**src/rtl/sram_arb_pkg.sv**
```systemverilog
// Shared types and defaults for the SRAM arbiter.
// Optional round-robin arbitration: define SRAM_ARB_RR_EN.
package sram_arb_pkg;

  localparam int SRAM_ADDR_W = 20;
  localparam int SRAM_DATA_W = 32;

  typedef enum logic [2:0] {
    IDLE, RD, WS, WP, WH, ACK
  } state_t;

  typedef enum logic {
    GNT_IF, GNT_MEM
  } grant_t;

  function automatic int max2(int a, int b);
    return (a > b) ? a : b;
  endfunction

endpackage

```
**src/rtl/sram_wait_cnt.sv**
```systemverilog
// Loadable down-counter with zero flag.
// Paces the timed SRAM phases.
module sram_wait_cnt
  import sram_arb_pkg::*;
#(
  parameter int W = 2
) (
  input  logic         clk,
  input  logic         rst,
  input  logic         load,
  input  logic [W-1:0] load_val,
  output logic         zero
);

  logic [W-1:0] cnt;

  // Load on phase entry, then count down and park at zero
  always_ff @(posedge clk or posedge rst) begin
    if (rst)
      cnt <= '0;
    else if (load)
      cnt <= load_val;
    else if (cnt != '0)
      cnt <= cnt - 1'b1;
  end

  assign zero = (cnt == '0);

endmodule

```
**src/rtl/sram_arbiter.sv**
```systemverilog
// Two-port arbiter/sequencer for one async SRAM bank.
// Optional round-robin arbitration: define SRAM_ARB_RR_EN.
module sram_arbiter
  import sram_arb_pkg::*;
#(
  parameter int ADDR_W  = SRAM_ADDR_W,
  parameter int DATA_W  = SRAM_DATA_W,
  parameter int RD_WAIT = 1,
  parameter int WR_WAIT = 2
) (
  input  logic              clk,
  input  logic              rst,
  input  logic              if_req,
  input  logic [ADDR_W-1:0] if_addr,
  output logic              if_ack,
  output logic [DATA_W-1:0] if_rdata,
  input  logic              mem_req,
  input  logic              mem_we,
  input  logic [3:0]        mem_be,
  input  logic [ADDR_W-1:0] mem_addr,
  input  logic [DATA_W-1:0] mem_wdata,
  output logic              mem_ack,
  output logic [DATA_W-1:0] mem_rdata,
  output logic [ADDR_W-1:0] sram_addr,
  output logic [DATA_W-1:0] sram_dq_o,
  output logic              sram_dq_oe,
  input  logic [DATA_W-1:0] sram_dq_i,
  output logic              sram_ce_n,
  output logic              sram_oe_n,
  output logic              sram_we_n,
  output logic [3:0]        sram_be_n,
  output logic              busy
);

  localparam int CW = $clog2(max2(RD_WAIT, WR_WAIT) + 1);
  localparam logic [CW-1:0] RD_LD = CW'(RD_WAIT);
  localparam logic [CW-1:0] WP_LD = CW'(WR_WAIT - 1);

  state_t            state, state_n;
  grant_t            gnt, gnt_n;
  logic [3:0]        be_q, be_d;
  logic [ADDR_W-1:0] addr_d;
  logic [DATA_W-1:0] wdata_d;
  logic              pick_mem;
  logic              cnt_load, cnt_zero;
  logic [CW-1:0]     cnt_val;
  logic              rd_n, wr_n;

`ifdef SRAM_ARB_RR_EN
  grant_t last_grant;
`endif

  sram_wait_cnt #(.W(CW)) u_cnt (
    .clk      (clk),
    .rst      (rst),
    .load     (cnt_load),
    .load_val (cnt_val),
    .zero     (cnt_zero)
  );

  // Arbitrate in IDLE and sequence the access phases
  always_comb begin
    state_n  = state;
    gnt_n    = gnt;
    be_d     = be_q;
    addr_d   = sram_addr;
    wdata_d  = sram_dq_o;
    pick_mem = 1'b0;
    cnt_load = 1'b0;
    cnt_val  = '0;
    unique case (state)
      IDLE: begin
`ifdef SRAM_ARB_RR_EN
        pick_mem = mem_req &&
                   (!if_req || last_grant == GNT_IF);
`else
        pick_mem = mem_req;
`endif
        if (mem_req || if_req) begin
          gnt_n  = pick_mem ? GNT_MEM : GNT_IF;
          addr_d = pick_mem ? mem_addr : if_addr;
          if (pick_mem && mem_we) begin
            state_n = WS;
            wdata_d = mem_wdata;
            be_d    = mem_be;
          end else begin
            state_n  = RD;
            cnt_load = 1'b1;
            cnt_val  = RD_LD;
          end
        end
      end
      RD:  if (cnt_zero) state_n = ACK;
      WS: begin
        state_n  = WP;
        cnt_load = 1'b1;
        cnt_val  = WP_LD;
      end
      WP:  if (cnt_zero) state_n = WH;
      WH:  state_n = ACK;
      ACK: state_n = IDLE;
      default: state_n = IDLE;
    endcase
  end

  assign rd_n = (state_n == RD);
  assign wr_n = (state_n == WS) ||
                (state_n == WP) ||
                (state_n == WH);
  assign busy = (state != IDLE);

  // Register state, pins, acks and captured read data
  always_ff @(posedge clk or posedge rst) begin
    if (rst) begin
      state      <= IDLE;
      gnt        <= GNT_IF;
      be_q       <= '0;
      sram_addr  <= '0;
      sram_dq_o  <= '0;
      sram_dq_oe <= 1'b0;
      sram_ce_n  <= 1'b1;
      sram_oe_n  <= 1'b1;
      sram_we_n  <= 1'b1;
      sram_be_n  <= 4'hF;
      if_ack     <= 1'b0;
      mem_ack    <= 1'b0;
      if_rdata   <= '0;
      mem_rdata  <= '0;
    end else begin
      state      <= state_n;
      gnt        <= gnt_n;
      be_q       <= be_d;
      sram_addr  <= addr_d;
      sram_dq_o  <= wdata_d;
      sram_dq_oe <= wr_n;
      sram_ce_n  <= !(rd_n || wr_n);
      sram_oe_n  <= !rd_n;
      sram_we_n  <= (state_n != WP);
      sram_be_n  <= rd_n ? 4'h0 :
                    (wr_n ? ~be_d : 4'hF);
      if_ack     <= (state_n == ACK) &&
                    (gnt == GNT_IF);
      mem_ack    <= (state_n == ACK) &&
                    (gnt == GNT_MEM);
      if (state == RD && cnt_zero) begin
        if (gnt == GNT_MEM)
          mem_rdata <= sram_dq_i;
        else
          if_rdata  <= sram_dq_i;
      end
    end
  end

`ifdef SRAM_ARB_RR_EN
  // Remember the latest winner for round-robin
  always_ff @(posedge clk or posedge rst) begin
    if (rst)
      last_grant <= GNT_IF;
    else if (state == IDLE && (if_req || mem_req))
      last_grant <= gnt_n;
  end
`endif

endmodule

```
**config.mk**
```make
export PLATFORM = sky130hd
export DESIGN_NAME = sram_arbiter
export DESIGN_NICKNAME = d
export VERILOG_FILES = /design/src/rtl/sram_arb_pkg.sv /design/src/rtl/sram_wait_cnt.sv /design/src/rtl/sram_arbiter.sv
export SDC_FILE = /design/constraint.sdc
export NUM_CORES = 1
export LEC_CHECK = 0
export BUFFER_PORTS_ARGS = -buffer_cell sky130_fd_sc_hd__buf_4
export CAP_MARGIN = 20
export CELL_PAD_IN_SITES_DETAIL_PLACEMENT = 1
export CELL_PAD_IN_SITES_GLOBAL_PLACEMENT = 1
export CORE_MARGIN = 4
export CORE_UTILIZATION = 40
export DETAILED_ROUTE_END_ITERATION = 8
export GPL_ROUTABILITY_DRIVEN = 0
export PLACE_DENSITY_LB_ADDON = 0.1
export SYNTH_ARGS = -nofsm -noshare
export SYNTH_HDL_FRONTEND = slang
export SYNTH_SLANG_ARGS = --single-unit
```
**constraint.sdc**
```tcl
create_clock -name clk -period 13.8 [get_ports clk]
set_input_delay 2.76 -clock clk [delete_from_list [all_inputs] [get_ports clk]]
set_output_delay 2.76 -clock clk [all_outputs]
set_load 0.01 [all_outputs]
```
# Word level (Yosys, flattened, before mapping)
# Index checks and enable logic that the tools add are counted.
# word_totals
reg_bits	136
input_bits	113
output_inout_bits	127
word_cells	67
# op_classes
n_addsub	1
n_eq_ne	10
mux	20
bitwise_logic	2
reduce_logical	19
# ops
operator	count
$mux 20	1
$mux 4	5
$pmux 3 s5	1
$eq 3x2->1 const B	4
$eq 3x3->1 const B	3
$mux 3	3
$eq 3x1->1 const B	2
$mux 2	3
$reduce_and 2->1	3
$mux 1	5
$logic_and 1x1->1	4
$logic_or 1x1->1	4
$not 4->4	1
$pmux 1 s2	2
$reduce_bool 2->1	2
$logic_not 3->1	1
$ne 3x2->1 const B	1
$reduce_and 3->1	1
$reduce_bool 3->1	1
$logic_not 1->1	2
$logic_not 2->1	1
$sub 2x1->2 const B	1
$not 1->1	1

# Longest topological paths before layout
# Gate-level depths: netlist of run 1.
# depth
ltp_word	9
depth_mapped	6
depth_no_buf	5

# Hierarchy
# From an unflattened synthesis of run 1, not the netlist that was laid out.
# hier_totals
cells_unflattened	370
hier_area_um2	5504.0
# by_module_without_submodules
module	instances	cells_each	area_each_um2
sram_arbiter	1	357	5376.4
sram_wait_cnt	1	13	127.6

# Worst setup path before layout of run 1
# Ideal clock, no wire load.
# synth_timing
path_type	in2reg
start	input port mem_req
end	register sram_addr[10]
arrival_ps	3892
required_time_ps	13675
setup_slack_ps	9783
path_stages	4
n_path_buf	2
cell_sequence	buf_2 -> clkbuf_1 -> mux2_2 -> mux2_2
# synth_between
elab_chain_cells	2
elab_cells_between_ends	3
# synth_rtl
item	line	rtl
from (decl)	sram_arbiter.sv:17	input logic mem_req,
$logic_or 1x1->1	sram_arbiter.sv:79	if (mem_req || if_req) begin
$reduce_and 2->1 (no source line)	--	
to (signal assigned)	sram_arbiter.sv:133	sram_addr <= addr_d;
to (decl)	sram_arbiter.sv:24	output logic [ADDR_W-1:0] sram_addr,
# Several ways; a longest one is shown, not always the timed one.
# A chain may end at the register's enable or synchronous reset.

# Worst setup path after layout of run 1
# layout_timing
start	register state[1]
end	output port busy
# layout_between
elab_chain_cells	1
# layout_rtl
item	line	rtl
from (decl)	sram_arbiter.sv:39	state_t state, state_n;
from (signal assigned)	sram_arbiter.sv:130	state <= state_n;
$reduce_bool 3->1	sram_arbiter.sv:110	assign busy = (state != IDLE);
to (decl)	sram_arbiter.sv:32	output logic busy
# No other way between the ends.

==> results of run 1 <==
## synthesized netlist by cell type, drive strengths merged
master and count:
mux2 136, dfrtp 129, buf 13, o21ai 12, nor2 10, dfstp 7
inv 5, nand2 5, nand3 5, a221oi 4, clkbuf 4, a211oi 3
a21oi 2, and2 2, or2 2, a21o 1, a22o 1, and3 1
ha 1, nand2b 1, nand4 1, nor2b 1, nor3 1, nor4 1
o21bai 1, xnor2 1
## cells by family after synthesis
family | Yosys count | synth area share (%)
mux | 136 | 28.07
flops | 136 | 62.55
compound gates | 24 | 2.775
simple gates | 30 | 3.441
buf+inv | 22 | 2.775
xor+xnor | 1 | 0.1606
fa+ha+maj | 1 | 0.2293
## state kept, by name, summed over array words and instances (netlist names)
| register | cells |
|---|---|
| sram_oe_n | 1 |
| u_cnt.cnt | 2 |
| sram_ce_n | 1 |
| sram_dq_oe | 1 |
| if_rdata | 32 |
| sram_dq_o | 32 |
| mem_ack | 1 |
| state | 3 |
| gnt | 1 |
| sram_be_n | 4 |
| if_ack | 1 |
| mem_rdata | 32 |
| sram_we_n | 1 |
| be_q | 4 |
| sram_addr | 20 |
## layer usage
metal  global-route usage (%)  vias to the layer above
li1                         -                     1739
met1                    21.00                     1957
met2                    32.38                      153
met3                    8.405                       14
met4                    6.383                        0
met5                        0                        -
## power breakdown
part / internal (mW) / total (mW) / switching, mW
clock network: 0.275 / 0.435 / 0.160
logic: 0.452 / 0.787 / 0.335
registers: 0.611 / 0.730 / 0.119
## stage by stage
step	utilization (%)	std cells	area, um^2	total power, mW	hold slack [ps]
after floorplan	-	350	5455	1.122	393.4
after global placement	55.39	751	7365	1.501	417.4
after detailed placement	55.39	751	7365	1.535	419.1
after CTS	59.76	783	7945	1.981	423.3
after global routing	59.97	784	7973	2.072	430.1
final	59.97	784	7973	1.952	424.8
## cell type report
type | count | area, um^2 | share of cell area, %
clock inverter | 7 | 65.06 | 0.8161
timing repair buffer | 243 | 1844 | 23.13
multi-input combinational | 192 | 1892 | 23.73
sequential | 136 | 3412 | 42.80
tap | 176 | 220.2 | 2.762
clock buffer | 25 | 515.5 | 6.466
inverter | 5 | 23.77 | 0.2982
## path summary, 6_finish.rpt
| check | from | end | slack [ps] | cells after the start |
|---|---|---|---|---|
| max in group asynchronous | rst | sram_we_n | 10280 | 4 |
| min in group asynchronous | rst | sram_dq_o[16] | 2450 | 2 |
| worst max-delay path | state[1] | busy | 9470 | 3 |
| worst min register to register | be_q[1] | sram_be_n[1] | 420 | 1 |
| worst min-delay path | be_q[1] | sram_be_n[1] | 420 | 1 |
| worst max register to register | u_cnt.cnt[0] | if_rdata[4] | 11100 | 6 |
## cells in the final DEF, fill, tap and decap left out
cell | netlist | final
buf_4 | 5 | 242
inv_1 | 4 | 3
and3_1 | 1 | 1
nor4_4 | 1 | 1
xnor2_1 | 1 | 1
o21ai_1 | 1 | 1
a21oi_1 | 2 | 2
nand4_1 | 1 | 1
o21ai_0 | 11 | 11
clkbuf_16 | 0 | 17
mux2_2 | 125 | 125
dfrtp_1 | 129 | 129
bufinv_16 | 0 | 1
clkbuf_1 | 4 | 2
ha_1 | 1 | 1
clkinv_2 | 0 | 4
nand2_1 | 5 | 5
a22o_1 | 1 | 1
mux2_1 | 11 | 11
dfstp_2 | 7 | 7
nor2_2 | 1 | 1
buf_16 | 0 | 1
o21bai_1 | 1 | 1
nand2b_1 | 1 | 1
and2_1 | 1 | 1
or2_2 | 2 | 2
nand3_1 | 5 | 5
nor2b_1 | 1 | 1
and2_0 | 1 | 1
clkbuf_8 | 0 | 6
clkinvlp_4 | 0 | 2
a211oi_1 | 3 | 3
nor2_8 | 1 | 1
inv_4 | 1 | 2
a221oi_1 | 4 | 4
a21o_1 | 1 | 1
nor2_1 | 8 | 8
nor3_4 | 1 | 1
==> reports/metrics.cfg, run 1 <==
[status]
status=complete, no violations

[timing]
setup_tns_ps=0
period_share_pct=31.41
rsz0062_at_grt=no
slew_viol_final=0
finalWorstSetupSlack_ps=9465
worst_slew_pin_slew_ps=1082
finalSetupViolCount=0
relSlewSlack_pct=27.33
period_needed_ps=4335
clock_skew_ps=4.153
clock.fmax_mhz=230.7
finalHoldViolCount=0

[run]
maxCapViolations=0

[clocking]
htreeDepth=4
cts_root_buffer=clkbuf_16
post-cts-setup-buffer-count=0
ctsLongestPathBuffers=2
cts_tree=built
path_clk_slew_ps=50
cts_resized=0
cts_buffers=17
hold_buffers=0
insertion_delay_ps=410
cts_sinks=136

[cells_and_area]
areaGrowthSynthToFinish_pct=46.15
drive_gt1_share_pct=67.93
n_fill_cell=1303
nets=709
diodes=0

[synth]
synthTopCellsByArea=dfrtp_1, mux2_2, dfstp_2, mux2_1, buf_6
yosysSeqAreaShare_pct=62.55
synthCells=350
netlist_area_um2=5455
ys_warn_count=0
ys_ff_latch=136
synth_fp_nets=464
syn_area_per_cell_um2=15.59
synth_cell_type_count=34
yosys.area.top_type=dfrtp_1
synth_top_cell_area_share_pct=59.17

[power]
leakagePower_nw=3.767
power_density_nw_per_um2=244.9
vdd_drop_max_uv=94.54

[floorplan]
coreArea_um2=13300
start_util_pct=41.03
fp.dieArea_um2=15570
die_h_um=124.8
ios=240
die_w_um=124.8
num_rows=42

[setup_path]
required_ps=11040
critical-path-max-stage-delay_ps=520
critical_path_class=reg -> out
path_cells=nor3_4 > inv_4 > buf_4
crit_buf_inv=2
worstPathMaxFanout=16
arrival_ps=1570
crit_path_end_kind=output pin
cp_top_family=flip-flops
start_kind=register
cp_slowest_cell=dfrtp_1

[global_routing]
grt_pass1_wl_um=23140
grtUsageTotal_pct=18.92
grt_pass1_vias=4286
grt-ovfl-total=0
antenna_found_initial=0
grt_start_max_net_pins=85

[detailed_routing]
route.met2.wl_um=7439
drtAntennaViolNets=0
dr_wl_met3_um=1329
drtIter0Drc=102
vias=3863
post_drt_wl_per_cell_um=18.43
drc_errors=0
first_pass_iters=6
wirelength_um=14450
m1WireLength_um=5516
via_per_inst=4.927
topRoutingLayerUsed=met4

[hold_path]
hold_path.class=reg -> reg

[place]
pre_cts_slack_ps=9255
port_buffers=239
dp_hpwl_um=10720

(Power assumes the default switching activity.)
==> run 2: changes to the inputs <==
--- a/config.mk
+++ b/config.mk
@@ -10,7 +10,7 @@
 export CELL_PAD_IN_SITES_DETAIL_PLACEMENT = 1
 export CELL_PAD_IN_SITES_GLOBAL_PLACEMENT = 1
 export CORE_MARGIN = 4
-export CORE_UTILIZATION = 40
+export CORE_UTILIZATION = 37
 export DETAILED_ROUTE_END_ITERATION = 8
 export GPL_ROUTABILITY_DRIVEN = 0
 export PLACE_DENSITY_LB_ADDON = 0.1
==> constraint.sdc (replaced) <==
create_clock -name clk -period 4.23 [get_ports clk]
set_input_delay 0.846 -clock clk [delete_from_list [all_inputs] [get_ports clk]]
set_output_delay 0.846 -clock clk [all_outputs]
set_load 0.01 [all_outputs]
==> run 2 against run 1 <==
Against the previous run:
- flip-flop and latch count unchanged
- largest power group unchanged
- sequential power increased to 3.2 times the previous value
- via count shrank 1.8%
- die area rose by 7.6%
- clock-buffer cell count grew 2
- worst setup slack lost 7600 ps
- critical path depth unchanged
- non-clock buffer count is the same
- worst hold slack better by 3.0 ps
==> reports/metrics.cfg, run 2 (synthesized netlist as in run 1, its figures left out) <==
[status]
status=complete, no violations

[setup_path]
crit_end=busy
path_cells=nor3_4 > inv_4 > buf_4
arrival_ps=1550
critical-path-max-stage-delay_ps=520
start_kind=register
cp.depth=3
crit_path_end_kind=output pin
cp_slowest_cell=dfrtp_1
worstReg2RegStart=state[1]
crit_buf_inv=2
startpoint=state[1]
r2r_cells=4
worstPathMaxFanout=16
required_ps=3380
cp_top_family=flip-flops
critical_path_class=reg -> out
ff2ff_setup_slack_ps=1940
regToRegEndpoint=sram_addr[11]

[timing]
finalHoldViolCount=0
clock.fmax_mhz=417.4
period_needed_ps=2396
setup_tns_ps=0
relSlewSlack_pct=35.47
finalSetupViolCount=0
slew_viol_final=0
fin_hold_ws_ps=427.8
period_share_pct=56.64
worst_slew_pin_slew_ps=966.9
clock_skew_ps=5.272
rsz0062_at_grt=no

[floorplan]
die_h_um=129.4
coreArea_um2=14480
start_util_pct=37.68
fp.dieArea_um2=16750
die_w_um=129.4
num_rows=44
ios=240

[cells_and_area]
top_regs=if_rdata (32), mem_rdata (32), sram_dq_o (32)
stdcell_count=792
final_cell_mix=buf_4, dfrtp_1, mux2_2
diodes=0
layout_commonest_cell=buf_4
multi_input_area_um2=1892
regArea_um2=3412
drive_gt1_share_pct=66.94
areaGrowthSynthToFinish_pct=44.89
n_fill_cell=1474
nets=709

[global_routing]
grt-ovfl-total=0
grt_util_met3_pct=7.131
grt_use_met2_pct=28.11
use_met1_pct=19.80
grtUsageTotal_pct=17.02
grt_most_used_layer=met2
grt_start_max_net_pins=137
antenna_found_initial=0
grt_pass1_wl_um=21900
grt_pass1_vias=4174

[detailed_routing]
drtAntennaViolNets=0
first_pass_iters=2
post_drt_wl_per_cell_um=17.81
via_per_inst=4.789
drtIter0Drc=132
drc_errors=0
vias=3793
wirelength_um=14110

[clocking]
path_clk_slew_ps=50
cts_buffers=17
cts_resized=0
htreeDepth=4
insertion_delay_ps=410
cts_root_buffer=clkbuf_16
post-cts-setup-buffer-count=0
cts_tree=built
cts_sinks=136
ctsLongestPathBuffers=2
hold_buffers=0

[power]
power_density_nw_per_um2=783.5
vdd_drop_max_uv=318.7
leakagePower_nw=3.728

[place]
dp_cells=760
dp_hpwl_um=10330
port_buffers=239

[hold_path]
hold_path.class=reg -> reg

[run]
maxCapViolations=0

run 2: cell type report:
class / instances / area share [%]
tap: 184 / 2.913
clock inverter: 5 / 0.3166
clock buffer: 27 / 6.110
sequential: 136 / 43.17
inverter: 5 / 0.3166
multi-input combinational: 192 / 23.94
timing repair buffer: 243 / 23.24
run 2: worst min path at each step:
stage,startpoint,to,slack (ps),cells after the start
2_1_floorplan,be_q[0],sram_be_n[0],390,1
3_3_place_gp,be_q[2],sram_be_n[2],420,1
3_5_place_dp,be_q[0],sram_be_n[0],420,1
4_1_cts,be_q[0],sram_be_n[0],430,1
5_1_grt,be_q[2],sram_be_n[2],450,1
6_report,be_q[0],sram_be_n[0],430,1
run 2: layer usage:
| layer | wire length [um] | vias to the layer above |
|---|---|---|
| li1 | - | 1736 |
| met1 | 5331 | 1885 |
| met2 | 7050 | 150 |
| met3 | 1445 | 22 |
| met4 | 279 | 0 |
| met5 | 0 | - |
run 2: through the flow:
stage          setup slack (ps)  util (%)  total power, mW  area [um^2]
4_1_cts                    1803     54.59            6.307         7904
3_5_place_dp               1576     51.08            4.998         7396
6_report                   1834     54.59            6.192         7904
5_1_grt                    1722     54.59            6.604         7904
3_3_place_gp               1689     51.08            4.896         7396
2_1_floorplan              1697         -            3.660         5459
run 2: power breakdown:
group / switching (mW) / internal (mW) / total [mW]
clock network: 0.502 / 0.774 / 1.28
registers: 0.372 / 1.99 / 2.37
logic: 1.07 / 1.47 / 2.55
==> run 3: changes to the inputs <==
==> constraint.sdc (replaced) <==
create_clock -name clk -period 2.4 [get_ports clk]
set_input_delay 0.48 -clock clk [delete_from_list [all_inputs] [get_ports clk]]
set_output_delay 0.48 -clock clk [all_outputs]
set_load 0.01 [all_outputs]
==> run 3 against run 2 <==
Against the previous run:
- routed wire length decreased by 0.53%
- largest power group unchanged
- worst hold slack got worse by 250 ps
- flip-flop and latch count unchanged
- non-clock buffer count increased by 6
- critical path depth unchanged
- via count decreased by 0.18%
- clock skew about the same
- worst setup slack got worse by 1400 ps
- critical endpoint unchanged
==> reports/metrics.cfg, run 3 (synthesized netlist as in run 1, its figures left out) <==
[setup_path]
worstPathMaxFanout=16
required_ps=1920
r2r_cells=6
ff2ff_setup_slack_ps=410
path_cells=nor3_4 > inv_4 > buf_4
worstReg2RegStart=u_cnt.cnt[0]
critical-path-max-stage-delay_ps=490
crit_buf_inv=2
regToRegEndpoint=if_rdata[15]
arrival_ps=1530
critical_path_class=reg -> out
cp_top_family=flip-flops
start_kind=register
crit_path_end_kind=output pin
cp_slowest_cell=dfrtp_1

[timing]
finalWorstSetupSlack_ps=392.4
setup_tns_ps=0
slew_viol_final=0
clock_skew_ps=4.984
clock.fmax_mhz=498.1
period_needed_ps=2008
finalSetupViolCount=0
relSlewSlack_pct=54.75
finalHoldViolCount=0
period_share_pct=83.65
worst_slew_pin_slew_ps=677.3
rsz0062_at_grt=no

[clocking]
path_clk_slew_ps=60
cts_resized=0
cts_root_buffer=clkbuf_16
hold_buffers=0
insertion_delay_ps=400
cts_buffers=17
post-cts-setup-buffer-count=0
ctsLongestPathBuffers=2
htreeDepth=4
cts_sinks=136
cts_tree=built

[cells_and_area]
areaGrowthSynthToFinish_pct=48.12
diodes=0
drive_gt1_share_pct=68.57
top_regs=if_rdata (32), mem_rdata (32), sram_dq_o (32)
layout_commonest_cell=buf_4
n_fill_cell=1450
nets=715
final_cell_mix=buf_4, dfrtp_1, mux2_2

[detailed_routing]
drc_errors=0
wirelength_um=14030
vias=3786
drtAntennaViolNets=0
post_drt_wl_per_cell_um=17.58
first_pass_iters=4
via_per_inst=4.744
drtIter0Drc=84

[global_routing]
antenna_found_initial=0
grt-ovfl-total=0
grt_pass1_vias=4192
grt_pass1_wl_um=21720
grt_start_max_net_pins=45
grtUsageTotal_pct=16.90

[floorplan]
num_rows=44
fp.dieArea_um2=16750
die_h_um=129.4
coreArea_um2=14480
start_util_pct=37.68
die_w_um=129.4
ios=240

[place]
dp_hpwl_um=10550
port_buffers=239
pre_cts_slack_ps=391.1

[power]
leakagePower_nw=3.815
vdd_drop_max_uv=563.3
power_density_nw_per_um2=1408

[status]
status=complete, no violations

[run]
maxCapViolations=0

[hold_path]
hold_path.class=in -> async

[run 3: worst max path at each step]
stage | cells past startpoint | end | from
after floorplan | 1 | be_q[0] | rst
after global placement | 4 | sram_dq_o[24] | state[2]
after detailed placement | 4 | sram_dq_o[0] | state[2]
after CTS | 3 | busy | state[2]
after global routing | 4 | sram_dq_o[15] | state[2]
final | 3 | busy | state[2]
[run 3: metrics by stage]
stage               instances  hold WS [ps]  total power [mW]  cell area, um^2  util, %
floorplan                 350         393.4             6.450             5459        -
global placement          766         424.1             8.674             7466    51.56
detailed placement        766         419.8             8.839             7466    51.56
CTS                       798         182.3             11.57             8080    55.81
global route              798         219.7             12.09             8080    55.81
finish                    798         180.2             11.38             8080    55.81
[run 3: layout make-up]
cell class | count | area [um^2] | area share (%)
Clock buffer | 20 | 466.7 | 5.776
Multi-Input combinational cell | 192 | 1892 | 23.41
Sequential cell | 136 | 3412 | 42.23
Clock inverter | 12 | 147.6 | 1.827
Inverter | 5 | 25.02 | 0.3097
Tap cell | 184 | 230.2 | 2.849
Timing Repair Buffer | 249 | 1907 | 23.60
[run 3: layer usage]
metal  GRT usage [%]  part of all wire, %  vias up  wire (um)
met5               0                    0        -          0
met4           6.296                  1.6        0        219
met3           7.420                   10       15       1449
met2           27.56                   48      152       6789
met1           19.86                   40     1863       5574
li1                -                    -     1756          -
[run 3: report_power, final]
group	total [mW]	switching, mW	internal [mW]	leakage [nW]
clock network	2.66	0.949	1.71	0.302
registers	4.16	0.645	3.51	1.61
logic	4.56	1.93	2.63	1.90
total	11.4	3.52	7.86	3.82
[run 3: worst register-to-register path, stage by stage, from the launching register on]
cell and delay (ps):
dfrtp_1 400, inv_1 70, ha_1 290, nand2_1 190, nor4_4 200, buf_4 360, mux2_2 390
